<file path="src/rtl/quadra_pkg.sv">
// Shared quadra constants: evaluator latency and result width.
package quadra_pkg;
   localparam int QUADRA_LATENCY = 3;
   localparam int QUADRA_DW      = 25;

   typedef logic signed [QUADRA_DW-1:0] y_t;
endpackage

</file>
<file path="src/rtl/quadra_ofifo.sv">
// Show-ahead FIFO for evaluator results; the head is visible as soon as count is non-zero.
module quadra_ofifo
   import quadra_pkg::*;
#(
   parameter int DEPTH = 8,
   parameter int DW    = QUADRA_DW
) (
   input  logic                       clk,
   input  logic                       rst_b,
   input  logic                       push,
   input  logic                       pop,
   input  logic [DW-1:0]              din,
   output logic [DW-1:0]              dout,
   output logic [$clog2(DEPTH+1)-1:0] count,
   output logic                       full,
   output logic                       empty
);
   localparam int AW = $clog2(DEPTH);
   localparam int CW = $clog2(DEPTH+1);

   logic [DW-1:0] mem [DEPTH];
   logic [AW-1:0] wr_ptr;
   logic [AW-1:0] rd_ptr;
   logic          do_pop;

   assign do_pop = pop & ~empty;
   assign full   = (count == CW'(DEPTH));
   assign empty  = (count == '0);
   assign dout   = mem[rd_ptr];

   // Caller only pushes into a full FIFO together with a pop, so the slot being
   // overwritten is the head that leaves on this same edge.
   always_ff @(posedge clk) begin
      if (push) mem[wr_ptr] <= din;
   end

   always_ff @(posedge clk or negedge rst_b) begin
      if (!rst_b) begin
         wr_ptr <= '0;
         rd_ptr <= '0;
         count  <= '0;
      end else begin
         if (push)   wr_ptr <= wr_ptr + AW'(1);
         if (do_pop) rd_ptr <= rd_ptr + AW'(1);
         case ({push, do_pop})
            2'b10:   count <= count + CW'(1);
            2'b01:   count <= count - CW'(1);
            default: ;
         endcase
      end
   end
endmodule

</file>
<file path="src/rtl/quadra_ostream.sv">
// Output streamer behind the quadra evaluator: aligns a valid flag to the evaluator latency,
// buffers results in a FIFO and hands out input credit so buffered + in-flight never exceeds DEPTH.
module quadra_ostream
   import quadra_pkg::*;
#(
   parameter int LATENCY = QUADRA_LATENCY,
   parameter int DEPTH   = 8,
   parameter int DW      = QUADRA_DW
) (
   input  logic                       clk,
   input  logic                       rst_b,
   input  logic                       in_vld,
   output logic                       in_rdy,
   input  logic [DW-1:0]              y,
   output logic                       out_vld,
   input  logic                       out_rdy,
   output logic [DW-1:0]              out_data,
   output logic [$clog2(DEPTH+1)-1:0] level,
   output logic                       ovf,
   input  logic                       clr_ovf
);
   localparam int CW = $clog2(DEPTH+1);

   logic [LATENCY-1:0] vld_pipe;
   logic               push;
   logic               pop;
   logic               wr_en;
   logic               ovf_set;
   logic               full;
   logic               empty;
   logic [CW-1:0]      count;
   logic [CW:0]        inflight;
   logic [CW:0]        credit_used;

   // The evaluator cannot stall, so a sample offered without credit still travels
   // down the delay line; if it lands on a full FIFO it is dropped and flagged in ovf.
   always_ff @(posedge clk or negedge rst_b) begin
      if (!rst_b) vld_pipe <= '0;
      else        vld_pipe <= (vld_pipe << 1) | LATENCY'(in_vld);
   end

   assign push    = vld_pipe[LATENCY-1];
   assign pop     = out_vld & out_rdy;
   assign wr_en   = push & (~full | pop);
   assign ovf_set = push & full & ~pop;

   always_comb begin
      inflight = '0;
      for (int i = 0; i < LATENCY; i++) begin
         inflight = inflight + {{CW{1'b0}}, vld_pipe[i]};
      end
   end

   assign credit_used = {1'b0, count} + inflight;
   assign in_rdy      = (credit_used < (CW+1)'(DEPTH));

   always_ff @(posedge clk or negedge rst_b) begin
      if (!rst_b)       ovf <= 1'b0;
      else if (ovf_set) ovf <= 1'b1;
      else if (clr_ovf) ovf <= 1'b0;
   end

   quadra_ofifo #(
      .DEPTH (DEPTH),
      .DW    (DW)
   ) u_ofifo (
      .clk   (clk),
      .rst_b (rst_b),
      .push  (wr_en),
      .pop   (pop),
      .din   (y),
      .dout  (out_data),
      .count (count),
      .full  (full),
      .empty (empty)
   );

   assign out_vld = ~empty;
   assign level   = count;
endmodule

</file>
<file path="config.mk">
export PLATFORM = sky130hd
export DESIGN_NAME = quadra_ostream
export DESIGN_NICKNAME = d
export VERILOG_FILES = /design/src/rtl/quadra_pkg.sv /design/src/rtl/quadra_ofifo.sv /design/src/rtl/quadra_ostream.sv
export SDC_FILE = /design/constraint.sdc
export NUM_CORES = 1
export LEC_CHECK = 0
export CORE_MARGIN = 2
export CORE_UTILIZATION = 50
export DETAILED_ROUTE_END_ITERATION = 12
export DONT_BUFFER_PORTS = 1
export PLACE_DENSITY = 0.68
export SLEW_MARGIN = 25
export SYNTH_ARGS = -nofsm -noshare
export SYNTH_HDL_FRONTEND = slang
export SYNTH_HIERARCHICAL = 1
export SYNTH_SLANG_ARGS = --single-unit
</file>
<file path="constraint.sdc">
create_clock -name clk -period 3.45 [get_ports clk]
set_input_delay 0.69 -clock clk [delete_from_list [all_inputs] [get_ports clk]]
set_output_delay 0.69 -clock clk [all_outputs]
set_load 0.01 [all_outputs]
</file>
==> parameters.txt, run 1 <==
Parameter                              Value

Pwr
  Standby leakage power ... 3.229 nW
  Power consumption ... 8.074 mW
  Ratio of total power to cell area ... 836.3 nW/um^2
  Worst ir drop on vdd ... 0.3938 mV

CTS
  Clock Sink Count ... 214
  Clock-pin transition on the worst setup and hold timing paths ... 0.06 ns
  Number of H-tree levels ... 1
  Number of clock buffers inserted by TritonCTS ... 22
  Source-to-sink clock delay at the later pin of the worst-skew pair ... 0.49 ns
  Max Root-Sink Buffers ... 3
  Root Buffer ... sky130_fd_sc_hd__clkbuf_16
  Clock tree from TritonCTS ... done
  Setup fix buffers added after clock tree synthesis ... 0

Hold path
  Instance count along the most critical hold path ... 0
  Worst min-delay path category ... in -> reg

Yosys
  Synth Warn # ... 6
  Post-synthesis share of cell area spent on xor and xnor gates ... 0.6157%
  Most instantiated flip-flop cell in the synthesis netlist ... sky130_fd_sc_hd__edfxtp_1
  Post-synth EDFFs ... 200
  Sequential-to-total area share from yosys stat ... 74.48%
  Yosys cell types ... 37
  Main combinational cell family by area after synthesis ... multiplexers
  Post-synthesis instance area ... 8534 um^2
  Mean area per synthesized cell ... 22.94 um^2
  Mapped Cells ... 372
  Adder and majority cell fraction of the synthesized area ... 1.349%
  Async set-or-reset flop fraction in the synthesized netlist ... 6.542%
  Number of nets in the synthesized netlist ... 410
  Register bit total from synthesis ... 214
  Basic-gate share of the synthesized area counting and, or, nand and nor cells ... 1.774%
  Synthesized-area fraction occupied by ao, oa, aoi and oai cells ... 1.056%
  Mux share of post-synthesis cell area ... 19.03%

Drt
  Vias post-DR ... 3,690
  Number of design rule violations left after detail routing ... 0
  Post-route antenna net violation count ... 0
  Total Wirelength ... 14.79 mm
  Initial DRC count ... 234
  Wirelength per Cell ... 23.59 um
  Number of iterations in the first detailed-routing pass ... 4
  Via-per-instance ratio ... 5.885

Timing
  Max Transition Viols Final ... 0
  Setup_tns ... 0 ns
  Hold Vio Cnt, Final ... 0
  Highest clock rate ... 312.7 MHz
  Worst slew margin ... 54.24%
  Count of endpoints failing setup in the final report ... 0
  Crit path time final ... 3.198 ns
  Setup skew after layout ... 0.01024 ns
  Share of the clock period used by the worst path after layout ... 92.70%
  Actual slew at the worst max-slew pin ... 0.6864 ns
  Setup repair after global routing missed its margin ... false

Die
  Area of the die ... 18,130 um^2
  Core region area ... 16,640 um^2
  Number of placed I/O pins ... 62
  Chip height ... 134.6 um
  Die Wd ... 134.6 um
  Placement Rows ... 47
  Starting utilization of the core area ... 51.28%

Final layout
  Total number of nets in the final design ... 430
  Relative area change from synthesis to final layout ... 13.12%
  Finished Core Util ... 58.01%
  Area of all placed cells without fillers ... 9654 um^2
  Proportion of layout cells with a drive suffix above 1 ... 21.87%
  Number of antenna cells inserted ... 0

Critical path
  Nature of the critical path endpoint ... register
  CP max stage cell ... sky130_fd_sc_hd__or4b_2
  Critical path data arrival time ... 3.57 ns
  Startpoint Class ... register
  Ordered list of cells on the worst path ... nor4b_1 > inv_1 > o21a_1 > inv_1 > ha_1 > ha_1 > or4b_2 > o311ai_0 > o211ai_1
  FF-to-FF path depth ... 9
  Largest stage delay on the critical path ... 0.71 ns
  CP max FO ... 9
  Worst setup path category ... reg -> reg
  Data required time of the worst path ... 3.82 ns

Flow run
  Count of maximum capacitance violations ... 0

Placed design
  Weighted congestion at the end of routability-driven global placement ... 0.7560
  Number of input and output port buffers inserted ... 0
  Placed wire-length estimate ... 8.239 mm
  Placed standard-cell area ... 8884 um^2

Status
  Status ... complete, no violations

Global route
  Congestion Overflow GR ... 0
  Via count of the first global-routing pass ... 3,972
  Global-route wire length before repair ... 22.77 mm
  Initial antenna violation count ... 0
  Maximum number of pins on one net before global-route repair ... 53
  GRT Util Overall ... 16.88%
worst max-delay path: cells and delay by family (launching register included):
kind	cells	cell delay (ns)
AOI/OAI and AO/OA	3	0.54
adders and majority gates	2	0.69
and+or+nand+nor	2	1.15
DFF	1	0.54
buffers and inverters	2	0.15
layout by cell type, fill, tap and decap left out, types with 3 or more instances in the layout:
cell type                   count
sky130_fd_sc_hd__xnor2_1        4
sky130_fd_sc_hd__mux4_1        49
sky130_fd_sc_hd__nor2_4         6
sky130_fd_sc_hd__dfrtp_1       12
sky130_fd_sc_hd__nand2b_1       3
sky130_fd_sc_hd__mux2_2        27
sky130_fd_sc_hd__ha_1           6
sky130_fd_sc_hd__clkinv_2       4
sky130_fd_sc_hd__inv_1          8
sky130_fd_sc_hd__clkinv_1       4
sky130_fd_sc_hd__nand2_1        9
sky130_fd_sc_hd__edfxtp_1     200
sky130_fd_sc_hd__bufinv_16      4
sky130_fd_sc_hd__clkbuf_16     23
sky130_fd_sc_hd__buf_4         10
sky130_fd_sc_hd__nor3b_1        3
cell type report:
type / count / area, um^2
clock buffers: 25 / 583.1
clock inverters: 14 / 171.4
fillers: 1206 / 6988
inverters: 9 / 33.78
multi-input cells: 132 / 2107
flip-flops and latches: 214 / 6359
well taps: 220 / 275.3
repair buffers: 13 / 125.1
state kept, by name, summed over array words and instances, names as in the netlist:
signal	flops
u_ofifo/wr_ptr	3
u_ofifo/rd_ptr	3
u_ofifo/count	4
vld_pipe	3
u_ofifo/mem	200
ovf	1
through the flow:
step	hold WS [ns]	cells	worst slack [ns]
6_report	0.2207	627	0.2518
5_1_grt	0.2037	627	0.01477
4_1_cts	0.2015	627	0.2428
3_5_place_dp	0.3749	587	0.2524
3_3_place_gp	0.3764	587	0.4538
2_1_floorplan	0.3546	372	0.4845
cells in the mapped netlist, drive strengths merged (2+ instances only):
cell type	number	area share (%)
a21oi	3	0.22
buf	9	0.94
clkbuf	8	0.37
dfrtp	14	4.1
edfxtp	200	70
fa	2	0.47
ha	6	0.88
inv	9	0.40
mux2	27	3.6
mux4	50	15
nand2	9	0.40
nand2b	3	0.22
nand3	2	0.12
nor2	6	0.26
nor3	2	0.12
nor3b	3	0.26
xnor2	4	0.41
xor2	2	0.21
repair_timing:
action / 4_1_cts / 5_1_grt
hold buffers: 1 / 0
endpoints found under the setup margin: 0 / 1
hold endpoints to repair: 14 / 0
resized for setup: 0 / 1
report_power, final:
part           switching, mW  internal, mW  leakage (nW)
Clock                  0.923          1.51         0.369
Sequential             0.270          3.27          1.98
Combinational           1.09          1.00         0.878
final timing paths:
path,startpoint,to,slack (ns)
max,u_ofifo/count[0],u_ofifo/count[3],0.25
min,in_vld,vld_pipe[0],0.22
max reg2reg,u_ofifo/count[0],u_ofifo/count[3],0.25
min reg2reg,vld_pipe[1],vld_pipe[2],0.40
max in group asynchronous,rst_b,u_ofifo/rd_ptr[0],2.35
min in group asynchronous,rst_b,u_ofifo/count[3],0.66
per-layer routing:
| layer | track usage, % | share of wire [%] | routed length (um) |
|---|---|---|---|
| met1 | 21.25 | 41 | 6025 |
| met2 | 29.36 | 52 | 7645 |
| met3 | 4.279 | 5.3 | 778 |
| met4 | 4.620 | 2.3 | 340 |
| met5 | 0 | 0 | 0 |
logic make-up after synthesis:
kind of cell / count (synthesis)
DFF: 214
xor gates and xnor gates: 6
buffers and inverters: 26
and+or+nand+nor: 29
AOI/OAI and AO/OA: 11
muxes: 78
adders and majority gates: 8
Power figures use the tool's default switching activity.
==> run 2, diff against run 1 <==
Settings changed: CAP_MARGIN from default to 20, CORE_UTILIZATION 50 to 40, MAX_ROUTING_LAYER from default to met4, PLACE_DENSITY 0.68 to default.
==> run 2 against run 1 <==
Effect of this change: sequential share of layout area rose by 0.23 points; critical path type unchanged; setup slack improved by 0.074 ns; first-iteration DRC count rose by 19%; power decreased by 3.2%; cell count increased by 9.7%; utilization fell by 12 points; sequential power barely moved; largest cell class unchanged.
==> parameters.txt, run 2 (same netlist as run 1, synthesis figures left out) <==
Parameter                              Value

Critical path
  Worst setup path category ... reg -> reg (unchanged)
  Ordered list of cells on the worst path ... nor4b_1 > inv_1 > o21a_1 > inv_1 > ha_1 > ha_1 > or4b_2 > o311ai_0 > o211ai_1 (unchanged)
  Critical path data arrival time ... 3.49 ns (was 3.57 ns)
  Largest stage delay on the critical path ... 0.70 ns (was 0.71 ns)
  Critical register-to-register path endpoint ... u_ofifo/count[3] (unchanged)
  Register-to-register setup slack ... 0.33 ns (was 0.25 ns)
  CP max stage cell ... sky130_fd_sc_hd__or4b_2 (unchanged)
  Nature of the critical path endpoint ... register (unchanged)
  FF-to-FF path depth ... 9 (unchanged)
  Worst r2r src ... u_ofifo/count[3] (was u_ofifo/count[0])
  Data required time of the worst path ... 3.82 ns (about the same)
  Capturing instance or port of the critical path ... u_ofifo/count[3] (unchanged)
  Startpoint Class ... register (unchanged)
  Source of the critical timing path ... u_ofifo/count[3] (was u_ofifo/count[0])
  CP max FO ... 9 (unchanged)

Global route
  Maximum number of pins on one net before global-route repair ... 37 (was 53)
  Global-route wire length before repair ... 23.79 mm (was 22.77 mm)
  Congestion Overflow GR ... 0 (unchanged)
  Initial antenna violation count ... 0 (unchanged)
  Via count of the first global-routing pass ... 3,992 (was 3,972)
  GRT Util Overall ... 14.64% (was 16.88%)

Final layout
  Number of antenna cells inserted ... 0 (unchanged)
  Register name with the most flops ... u_ofifo/mem (unchanged)
  Non-filler instance count after layout ... 688 (was 627)
  Relative area change from synthesis to final layout ... 12.73% (was 13.12%)
  Area of all placed cells without fillers ... 9620 um^2 (was 9654 um^2)
  Number of flip-flops under the largest register name ... 200 (unchanged)
  Largest registers ... u_ofifo/mem x200, u_ofifo/count x4 (unchanged)
  Commonest non-fill, non-tap cells in the layout ... sky130_fd_sc_hd__edfxtp_1 (200), sky130_fd_sc_hd__mux4_1 (49), sky130_fd_sc_hd__mux2_2 (27) (unchanged)
  Proportion of layout cells with a drive suffix above 1 ... 22.03% (was 21.87%)
  Total number of nets in the final design ... 436 (was 430)
  Finished Core Util ... 45.91% (was 58.01%)
  Most common library cell in the layout ignoring fill and taps ... sky130_fd_sc_hd__edfxtp_1 (unchanged)

CTS
  Max Root-Sink Buffers ... 3 (unchanged)
  Setup fix buffers added after clock tree synthesis ... 0 (unchanged)
  Source-to-sink clock delay at the later pin of the worst-skew pair ... 0.50 ns (was 0.49 ns)
  Clock tree from TritonCTS ... done (unchanged)
  Root Buffer ... sky130_fd_sc_hd__clkbuf_16 (unchanged)
  Clock Sink Count ... 214 (unchanged)
  Number of H-tree levels ... 1 (unchanged)
  Number of clock buffers inserted by TritonCTS ... 23 (was 22)
  Clock-pin transition on the worst setup and hold timing paths ... 0.06 ns (about the same)

Timing
  Setup_tns ... 0 ns (unchanged)
  Setup repair after global routing missed its margin ... false (unchanged)
  Count of endpoints failing setup in the final report ... 0 (unchanged)
  Share of the clock period used by the worst path after layout ... 90.57% (was 92.70%)
  Crit path time final ... 3.125 ns (was 3.198 ns)
  Hold Vio Cnt, Final ... 0 (unchanged)
  Setup skew after layout ... 0.01238 ns (was 0.01024 ns)
  Max Transition Viols Final ... 0 (unchanged)
  Actual slew at the worst max-slew pin ... 0.8993 ns (was 0.6864 ns)
  Worst slew margin ... 40.05% (was 54.24%)
  Highest clock rate ... 320.0 MHz (was 312.7 MHz)

Status
  Status ... complete, no violations (unchanged)

Drt
  Total Wirelength ... 15.74 mm (was 14.79 mm)
  Number of iterations in the first detailed-routing pass ... 4 (unchanged)
  Wirelength per Cell ... 22.88 um (was 23.59 um)
  Post-route antenna net violation count ... 0 (unchanged)
  Initial DRC count ... 278 (was 234)
  Number of design rule violations left after detail routing ... 0 (unchanged)
  Vias post-DR ... 3,717 (was 3,690)
  Via-per-instance ratio ... 5.403 (was 5.885)

Placed design
  Weighted congestion at the end of routability-driven global placement ... 0.7049 (was 0.7560)
  Number of input and output port buffers inserted ... 0 (unchanged)
  Placed standard-cell area ... 8947 um^2 (was 8884 um^2)
  Post-placement cell count ... 647 (was 587)
  Placed wire-length estimate ... 8.987 mm (was 8.239 mm)

Hold path
  Worst min-delay path category ... in -> reg (unchanged)

Die
  Number of placed I/O pins ... 62 (unchanged)
  Starting utilization of the core area ... 40.73% (was 51.28%)
  Core region area ... 20,960 um^2 (was 16,640 um^2)
  Placement Rows ... 53 (was 47)
  Chip height ... 150.1 um (was 134.6 um)
  Die Wd ... 150.1 um (was 134.6 um)
  Area of the die ... 22,520 um^2 (was 18,130 um^2)

Pwr
  Power consumption ... 7.818 mW (was 8.074 mW)
  Ratio of total power to cell area ... 812.6 nW/um^2 (was 836.3 nW/um^2)
  Worst ir drop on vdd ... 0.3295 mV (was 0.3938 mV)
  Standby leakage power ... 3.196 nW (was 3.229 nW)

Flow run
  Count of maximum capacitance violations ... 0 (unchanged)
## run 2: where the power goes
part / internal [mW] / switching (mW) / leakage, nW / total [mW]
logic: 1.01 / 1.14 / 0.897 / 2.15
clock network: 1.22 / 0.929 / 0.318 / 2.15
registers: 3.28 / 0.247 / 1.98 / 3.52
total: 5.50 / 2.31 / 3.20 / 7.82
## run 2: how the worst min path moves through the flow
stage	startpoint	endpoint	slack, ns	cells after the start
2_1_floorplan	vld_pipe[1]	vld_pipe[2]	0.35	0
5_1_grt	in_vld	vld_pipe[0]	0.19	0
4_1_cts	in_vld	vld_pipe[0]	0.20	0
6_report	in_vld	vld_pipe[0]	0.22	0
3_3_place_gp	vld_pipe[1]	vld_pipe[2]	0.37	0
3_5_place_dp	vld_pipe[1]	vld_pipe[2]	0.38	0
## run 2: critical path: cells and delay by family, from the launching register on
| kind | cells | cell delay, ns |
|---|---|---|
| compound gates | 3 | 0.52 |
| buf+inv | 2 | 0.18 |
| flops | 1 | 0.57 |
| fa+ha+maj | 2 | 0.67 |
| simple gates | 2 | 1.05 |
## run 2: routing by layer
metal	global-route usage [%]	share of wire, %	routed length, um	vias to the layer above
met3	3.720	5.3	839	21
li1	-	-	-	1633
met1	18.39	43	6790	1989
met2	23.90	50	7841	74
met5	-	0	0	-
met4	3.868	1.7	273	0
## run 2: what timing repair did
action,in CTS,in global routing
endpoints found under the hold margin,14,0
setup endpoints to repair,0,1
gates resized for setup,0,1
hold buffers,1,0
## run 2: cell type report
type / instances / area, um^2
flip-flops and latches: 214 / 6359
inverters: 9 / 33.78
fillers: 1784 / 11330
clock buffers: 28 / 594.3
well taps: 275 / 344.1
repair buffers: 18 / 150.1
clock inverters: 12 / 62.56
multi-input cells: 132 / 2077
## run 2: stage by stage
step / setup slack, ns / hold slack [ns]
after floorplan: 0.4845 / 0.3546
after global placement: 0.4828 / 0.3728
after detailed placement: 0.2980 / 0.3793
after CTS: 0.2606 / 0.2045
after global routing: 0.1069 / 0.1943
final: 0.3253 / 0.2231
